### config.mk
export PLATFORM = sky130hd
export DESIGN_NAME = sipo_rx_40_flat
export DESIGN_NICKNAME = d
export VERILOG_FILES = /design/src/rtl/sipo_rx_40_if.sv /design/src/rtl/sipo_rx_40.sv /design/src/flat_wrapper.sv
export SDC_FILE = /design/constraint.sdc
export NUM_CORES = 1
export LEC_CHECK = 0
export BUFFER_PORTS_ARGS = -buffer_cell sky130_fd_sc_hd__buf_2
export CAP_MARGIN = 20
export CORE_AREA = 2 2 47 49
export DETAILED_ROUTE_END_ITERATION = 7
export DIE_AREA = 0 0 49 51
export GPL_TIMING_DRIVEN = 0
export PLACE_DENSITY = 0.69
export SYNTH_ARGS = -nofsm -noshare
export SYNTH_HDL_FRONTEND = slang
export SYNTH_SLANG_ARGS = --single-unit
### constraint.sdc
create_clock -name clock_40 -period 1.3 [get_ports clock_40]
set_input_delay 0.325 -clock clock_40 [delete_from_list [all_inputs] [get_ports clock_40]]
set_output_delay 0.325 -clock clock_40 [all_outputs]
set_load 0.01 [all_outputs]
### src/rtl/sipo_rx_40_if.sv
// Output-side handshake bundle for sipo_rx_40: assembled word, valid/ready and parity status.
// The receiver drives through the master modport; the consumer uses the slave modport.
interface sipo_rx_40_if #(
  parameter int WORD_W = 8
);
  logic [WORD_W-1:0] data_out;
  logic              data_valid;
  logic              data_ready;
  logic              parity_err;

  modport master (
    output data_out,
    output data_valid,
    output parity_err,
    input  data_ready
  );

  modport slave (
    input  data_out,
    input  data_valid,
    input  parity_err,
    output data_ready
  );
endinterface

### src/rtl/sipo_rx_40.sv
// Serial-in parallel-out receiver with a one-word output register and a sticky overrun flag.
// Optional even-parity frames are enabled by defining SIPO_RX_40_PARITY_EN.
module sipo_rx_40 #(
  parameter int WORD_W = 8
) (
  input  logic         clock_40,
  input  logic         reset,
  input  logic         enable,
  input  logic         serial_in,
  input  logic         frame_sync,
  input  logic         clear_overrun,
  output logic         overrun,
  sipo_rx_40_if.master bus
);

`ifdef SIPO_RX_40_PARITY_EN
  localparam int FRAME_W = WORD_W + 1;
`else
  localparam int FRAME_W = WORD_W;
`endif
  localparam int CNT_W = $clog2(FRAME_W);
  localparam logic [CNT_W-1:0] LAST_BIT = CNT_W'(FRAME_W - 1);

  typedef enum logic {SHIFT, HOLD} state_t;

  state_t             state_q, state_d;
  logic [FRAME_W-1:0] shift_q, shift_d, shifted;
  logic [CNT_W-1:0]   cnt_q, cnt_d;
  logic [WORD_W-1:0]  data_q, data_d;
  logic               ovr_q, ovr_d;
  logic               perr_q, perr_d;
  logic               wordDone;
  logic               framePerr;

  assign shifted  = {serial_in, shift_q[FRAME_W-1:1]};
  assign wordDone = enable && !frame_sync && (cnt_q == LAST_BIT);

  // The parity bit lands in the top of the shift register; even parity means the frame XOR is 0.
`ifdef SIPO_RX_40_PARITY_EN
  assign framePerr = ^shifted;
`else
  assign framePerr = 1'b0;
`endif

  always_comb begin
    shift_d = shift_q;
    cnt_d   = cnt_q;
    if (frame_sync) begin
      shift_d = '0;
      cnt_d   = '0;
    end else if (enable) begin
      shift_d = shifted;
      cnt_d   = wordDone ? '0 : cnt_q + CNT_W'(1);
    end
  end

  always_comb begin
    state_d = state_q;
    data_d  = data_q;
    perr_d  = perr_q;
    ovr_d   = clear_overrun ? 1'b0 : ovr_q;
    case (state_q)
      SHIFT: begin
        if (wordDone) begin
          data_d  = shifted[WORD_W-1:0];
          perr_d  = framePerr;
          state_d = HOLD;
        end
      end
      HOLD: begin
        if (bus.data_ready) begin
          if (wordDone) begin
            data_d = shifted[WORD_W-1:0];
            perr_d = framePerr;
          end else begin
            state_d = SHIFT;
          end
        end else if (wordDone) begin
          ovr_d = 1'b1;
        end
      end
      default: state_d = SHIFT;
    endcase
  end

  always_ff @(posedge clock_40) begin
    if (reset) begin
      state_q <= SHIFT;
      shift_q <= '0;
      cnt_q   <= '0;
      data_q  <= '0;
      ovr_q   <= 1'b0;
      perr_q  <= 1'b0;
    end else begin
      state_q <= state_d;
      shift_q <= shift_d;
      cnt_q   <= cnt_d;
      data_q  <= data_d;
      ovr_q   <= ovr_d;
      perr_q  <= perr_d;
    end
  end

  assign bus.data_out   = data_q;
  assign bus.data_valid = (state_q == HOLD);
  assign bus.parity_err = perr_q && (state_q == HOLD);
  assign overrun        = ovr_q;

endmodule

### src/flat_wrapper.sv
// flat-port wrapper written by rule: the top's interface ports become plain ports
module sipo_rx_40_flat 
#(
  parameter int WORD_W = 8
)
  (clock_40, reset, enable, serial_in, frame_sync, clear_overrun, overrun, bus_data_out, bus_data_valid, bus_parity_err, bus_data_ready);
  sipo_rx_40_if #(.WORD_W(WORD_W)) bus_i ();
  input  logic clock_40;
  input  logic reset;
  input  logic enable;
  input  logic serial_in;
  input  logic frame_sync;
  input  logic clear_overrun;
  output logic overrun;
  output wire logic [$bits(bus_i.data_out)-1:0] bus_data_out;
  output wire logic [$bits(bus_i.data_valid)-1:0] bus_data_valid;
  output wire logic [$bits(bus_i.parity_err)-1:0] bus_parity_err;
  input wire logic [$bits(bus_i.data_ready)-1:0] bus_data_ready;
  assign bus_data_out = bus_i.data_out;
  assign bus_data_valid = bus_i.data_valid;
  assign bus_parity_err = bus_i.parity_err;
  assign bus_i.data_ready = bus_data_ready;
  sipo_rx_40 #(.WORD_W(WORD_W)) u_core (.clock_40(clock_40), .reset(reset), .enable(enable), .serial_in(serial_in), .frame_sync(frame_sync), .clear_overrun(clear_overrun), .overrun(overrun), .bus(bus_i));
endmodule
==> results_dict.tcl, run 1 <==
set metrics [dict create \
    status "finished, final reports clean" \
    syn_area_um2 870 \
    cp_cell_sequence "ha_4 -> ha_4 -> nand3b_4 -> nor2b_4 -> buf_8 -> mux2i_1" \
    fp.dieW_um 49 \
    holdWs_ns 0.290 \
    synth_edf_count 0 \
    power_w 0.000964 \
    tns_ns 0 \
    vias_per_cell 4.53 \
    clock-sinks 20 \
    cts.clk_slew.worst_paths_ns 0.11 \
    yosysWarnings 0 \
    drive_above_1_share 0.320 \
    ctsRootBufferMaster "clkbuf_4" \
    irDropWorstVdd_uv 596 \
    gp_congestion 0.745 \
    drt-initial-drc-count 4 \
    hold_class "in -> reg" \
    fin_nets 114 \
    wl_um 1370 \
    path_class "reg -> reg" \
    nFillCells 210 \
    period_share 0.959 \
    placed_area_um2 980 \
    grt_start_max_net_pins 11 \
    async_reset_ff_frac 0 \
    required_ns 1.52 \
    path_common_cell "ha_4" \
    place_hpwl_um 988 \
    routedWlPerCell_um 10.5 \
    syn_nets 92 \
    row_count 17 \
    slowest_delay_ns 0.37 \
    rsz0062_at_grt "true" \
    syn_avg_cell_area_um2 10.5 \
    die-area_um2 2500 \
    power.density_nw_per_um2 920 \
    area_growth_pct 20.6 \
    final_cell_area_um2 1050 \
    drtPass1Iterations 4 \
    drv_cap 0 \
    synth-seq-cells 20 \
    critPathArrivalTime_ns 1.47 \
    vias 594 \
    gr-usage-all-layers 0.130 \
    hold_violations 0 \
    yosysSeqAreaShare 0.460 \
    diodes 0 \
    grt_pass1_wl_um 2460 \
    crit_fanout 8 \
    skew_ns 0.00402 \
    chipHeight_um 51 \
    io_pins 18 \
    synthCells 83 \
    start_util 0.421 \
    antenna_found_initial 0 \
    p_leak_nw 0.439 \
    synthTopCellsByArea "dfxtp_1 (46%), mux2i_1 (18%), nand2b_1 (14%), nor2_1 (3.5%), ha_1 (2.9%)" \
    clk-insertion-delay-late_ns 0.29 \
    synth_most_common_cell "dfxtp_1" \
    synth_top_area_share 0.460 \
    fmax_mhz 802 \
    worst_setup_path_start_kind "flop" \
    synthDistinctLibCells 20 \
    ys.flop_type "dfxtp_1" \
    synth_commonest_cells "dfxtp_1 (20), nand2b_1 (19), mux2i_1 (16)" \
    port-buffer-count 15 \
    cts_tree "built" \
    numCtsBuffers 3 \
    slowest_stage "dfxtp_2" \
    fin_crit_ns 1.25 \
    ant_nets 0 \
    htreeDepth 1 \
    grt_pass1_vias 584 \
    setup_viol 0 \
    finalMaxSlewViolations 0 \
    synth_top_cell_by_area "dfxtp_1" \
    ctsLongestPathBuffers 2 \
    fin_util 0.508 \
    core-area_um2 2060 \
    critPathCaptureType "flop" \
    drc_errors 0 \
    overflow 0 \
]
state kept, by name, indices dropped and copies added, names as in the netlist:
name                   flops
u_core.shift_q             7
u_core.bus.data_valid      1
u_core.bus.data_out        8
u_core.overrun             1
u_core.cnt_q               3
worst max-delay path: cells and delay by family (launching register included):
family	cells	cell delay (ns)
simple gates	2	0.20
flops	1	0.37
fa+ha+maj	2	0.27
buf+inv	1	0.14
mux	1	0.19
final timing paths:
path	depth (start not counted)	endpoint	from	slack [ns]
setup / recovery	6	u_core.bus.data_out[2]	u_core.cnt_q[1]	0.05
hold / removal	3	u_core.shift_q[7]	serial_in	0.29
setup reg to reg	6	u_core.bus.data_out[2]	u_core.cnt_q[1]	0.05
hold reg to reg	2	u_core.bus.data_out[3]	u_core.bus.data_out[3]	0.48
power breakdown:
part | switching (W) | total [W] | internal, W | leakage [nW]
Combinational | 0.0000295 | 0.0000632 | 0.0000337 | 0.263
Sequential | 0.00000287 | 0.000619 | 0.000616 | 0.162
Clock | 0.000175 | 0.000282 | 0.000108 | 0.0138
metal layers:
metal	vias to the layer above	routed length [µm]	track usage
met4	0	9	0.0714
met1	273	631	0.160
met3	2	50	0.0409
met5	-	0	0
met2	6	682	0.201
li1	313	-	-
placed cells by master (no fill, tap or decap):
master	count
nor2b_1	1
ha_4	2
a21oi_2	2
o22ai_1	1
conb_1	1
nor2_1	8
nand3b_4	1
buf_8	1
dfxtp_1	18
buf_2	17
dfxtp_2	2
nand3b_1	1
clkbuf_4	3
mux2i_1	16
nand3_1	1
buf_4	4
a21oi_1	1
nor2b_4	1
clkbuf_1	1
nand2b_1	19
inv_1	1
or2_1	1
final cells by class:
cell class,count,area (µm²),share of cell area
Buffer,6,43.8,0.0418
Clock buffer,3,22.5,0.0215
Inverter,1,3.75,0.00358
Multi-Input combinational cell,56,450,0.430
Sequential cell,20,403,0.384
Tap cell,28,35.0,0.0334
Timing Repair Buffer,17,90.1,0.0859
kinds of logic after synthesis:
kind of cell	count (synthesis)	share of synthesized area
AOI/OAI and AO/OA	4	0.0331
adders and majority gates	2	0.0288
buffers and inverters	7	0.0503
DFF	20	0.460
muxes	16	0.184
other	1	0.00431
and+or+nand+nor	33	0.239
per-stage QoR:
step / worst slack [ns] / cells
after global routing: -0.00791 / 131
after global placement: 0.00267 / 126
after CTS: 0.0141 / 131
after floorplan: 0.0739 / 83
after detailed placement: -0.0480 / 126
final: 0.0533 / 131
timing repair:
action | 4_1_cts | 5_1_grt
gates cloned | 0 | 0
hold endpoints to repair | 0 | 0
resized for setup | 5 | 2
setup endpoints to repair | 8 | 9
hold buffers | 0 | 0
buffers inserted | 2 | 0
pin swaps | 0 | 1
Note: power is estimated with default switching activity, not from simulation.
==> run 2: changes to the inputs <==
- CELL_PAD_IN_SITES_DETAIL_PLACEMENT: not set -> 1
- CELL_PAD_IN_SITES_GLOBAL_PLACEMENT: not set -> 1
- CORE_AREA: 2 2 47 49 -> 2 2 44 66
- DIE_AREA: 0 0 49 51 -> 0 0 46 68
- PLACE_DENSITY: 0.69 -> not set
- PLACE_DENSITY_LB_ADDON: not set -> 0.1
- clock period: 1.3 -> 1.13 ns (I/O delays scaled with it)
==> run 2 against run 1 <==
Net effect:
- the run now ends with negative setup slack left
- non-clock buffer count unchanged
- register-to-register slack worse by 0.17 ns
- die area up 25%
- critical path type unchanged
==> results_dict.tcl, run 2 (synthesis gave the netlist of run 1 again) <==
set metrics [dict create \
    status "finished with violations" \
    violations "negative setup slack" \
    power.density_nw_per_um2 1180 \
    holdWs_ns 0.286 \
    row_count 23 \
    postCtsHoldBufs 0 \
    cts_tree "built" \
    slowest_stage "dfxtp_2" \
    port-buffer-count 15 \
    ant_nets 0 \
    area_growth_pct 22.3 \
    final_cell_area_um2 1060 \
    grt_pass1_vias 619 \
    chipHeight_um 68 \
    skew_ns 0.00634 \
    critPathArrivalTime_ns 1.42 \
    largest_register_ffs 8 \
    cp_cell_sequence "ha_4 -> ha_4 -> nand3b_4 -> nor2b_4 -> buf_8 -> mux2i_1" \
    hold_violations 0 \
    drive_above_1_share 0.320 \
    drt-initial-drc-count 5 \
    crit_fanout 8 \
    fp.dieW_um 46 \
    overflow 0 \
    wl_um 1640 \
    path_class "reg -> reg" \
    gp_congestion 0.646 \
    fin_crit_ns 1.24 \
    path_common_cell "ha_4" \
    power_w 0.00125 \
    final_common_cell "nand2b_1" \
    required_ns 1.31 \
    grt_start_max_net_pins 11 \
    gr-usage-all-layers 0.125 \
    clk-insertion-delay-late_ns 0.26 \
    grt_pass1_wl_um 2750 \
    dp_slack_ns -0.175 \
    regArea_um2 403 \
    fin_nets 114 \
    drv_cap 0 \
    multi_input_area_um2 450 \
    vias_per_cell 4.78 \
    tns_ns -0.824 \
    cts.clk_slew.worst_paths_ns 0.07 \
    p_leak_nw 0.447 \
    final_cell_mix "nand2b_1 (19), dfxtp_1 (18), buf_2 (17)" \
    routedWlPerCell_um 12.8 \
    worst_setup_path_start_kind "flop" \
    hold_class "in -> reg" \
    fin_ws_ns -0.112 \
    numCtsBuffers 3 \
    drtPass1Iterations 3 \
    antenna_found_initial 0 \
    start_util 0.336 \
    place_hpwl_um 1180 \
    fmax_mhz 805 \
    irDropWorstVdd_uv 533 \
    rsz0062_at_grt "true" \
    slowest_delay_ns 0.35 \
    drc_errors 0 \
    critPathCaptureType "flop" \
    period_share 1.10 \
    ctsRootBufferMaster "clkbuf_8" \
    setup_viol 11 \
    core-area_um2 2590 \
    vias 612 \
    finalMaxSlewViolations 0 \
    ctsLongestPathBuffers 2 \
    htreeDepth 1 \
    nFillCells 308 \
    io_pins 18 \
    diodes 0 \
    die-area_um2 3130 \
    clock-sinks 20 \
    placed_area_um2 1000 \
]
-- run 2: per-stage QoR --
step	utilization	cells
global placement	0.387	123
CTS	0.411	128
global route	0.411	128
finish	0.411	128
detailed placement	0.387	123
floorplan	-	83
-- run 2: worst paths after layout --
check	start	end	slack [ns]	cells after the start
max	u_core.cnt_q[0]	u_core.bus.data_out[3]	-0.11	6
min	serial_in	u_core.shift_q[7]	0.29	3
max reg2reg	u_core.cnt_q[0]	u_core.bus.data_out[3]	-0.11	6
min reg2reg	u_core.bus.data_out[5]	u_core.bus.data_out[5]	0.47	2
-- run 2: what timing repair did --
item                                   CTS  global route
resized for setup                        1             0
endpoints found under the hold margin    0             0
setup endpoints to repair                8            11
pin swaps                                2             0
buffers inserted                         2             0
-- run 2: final cells by class --
type                    count  share of cell area
clock buffers               3              0.0388
plain buffers               6              0.0412
repair buffers             17              0.0847
flip-flops and latches     20               0.379
well taps                  25              0.0294
inverters                   1             0.00353
multi-input cells          56               0.424
-- run 2: layer usage --
metal  vias up  wire length (µm)  track usage  part of all wire
li1        312                 -            -                 -
met1       284               722        0.137              0.44
met2        11               817        0.214              0.50
met3         5                50       0.0237             0.031
met4         0                46       0.0750             0.028
met5         -                 0            0                 0
-- run 2: critical path: cells and delay by family, from the launching register on --
family                     cells  cell delay, ns
and+or+nand+nor                2            0.21
adders and majority gates      2            0.27
muxes                          1            0.19
DFF                            1            0.35
buffers and inverters          1            0.14
-- run 2: power breakdown --
group / total, W / internal [W] / switching [W]
clock network: 0.000464 / 0.000237 / 0.000226
logic: 0.0000743 / 0.0000389 / 0.0000354
registers: 0.000712 / 0.000709 / 0.00000339
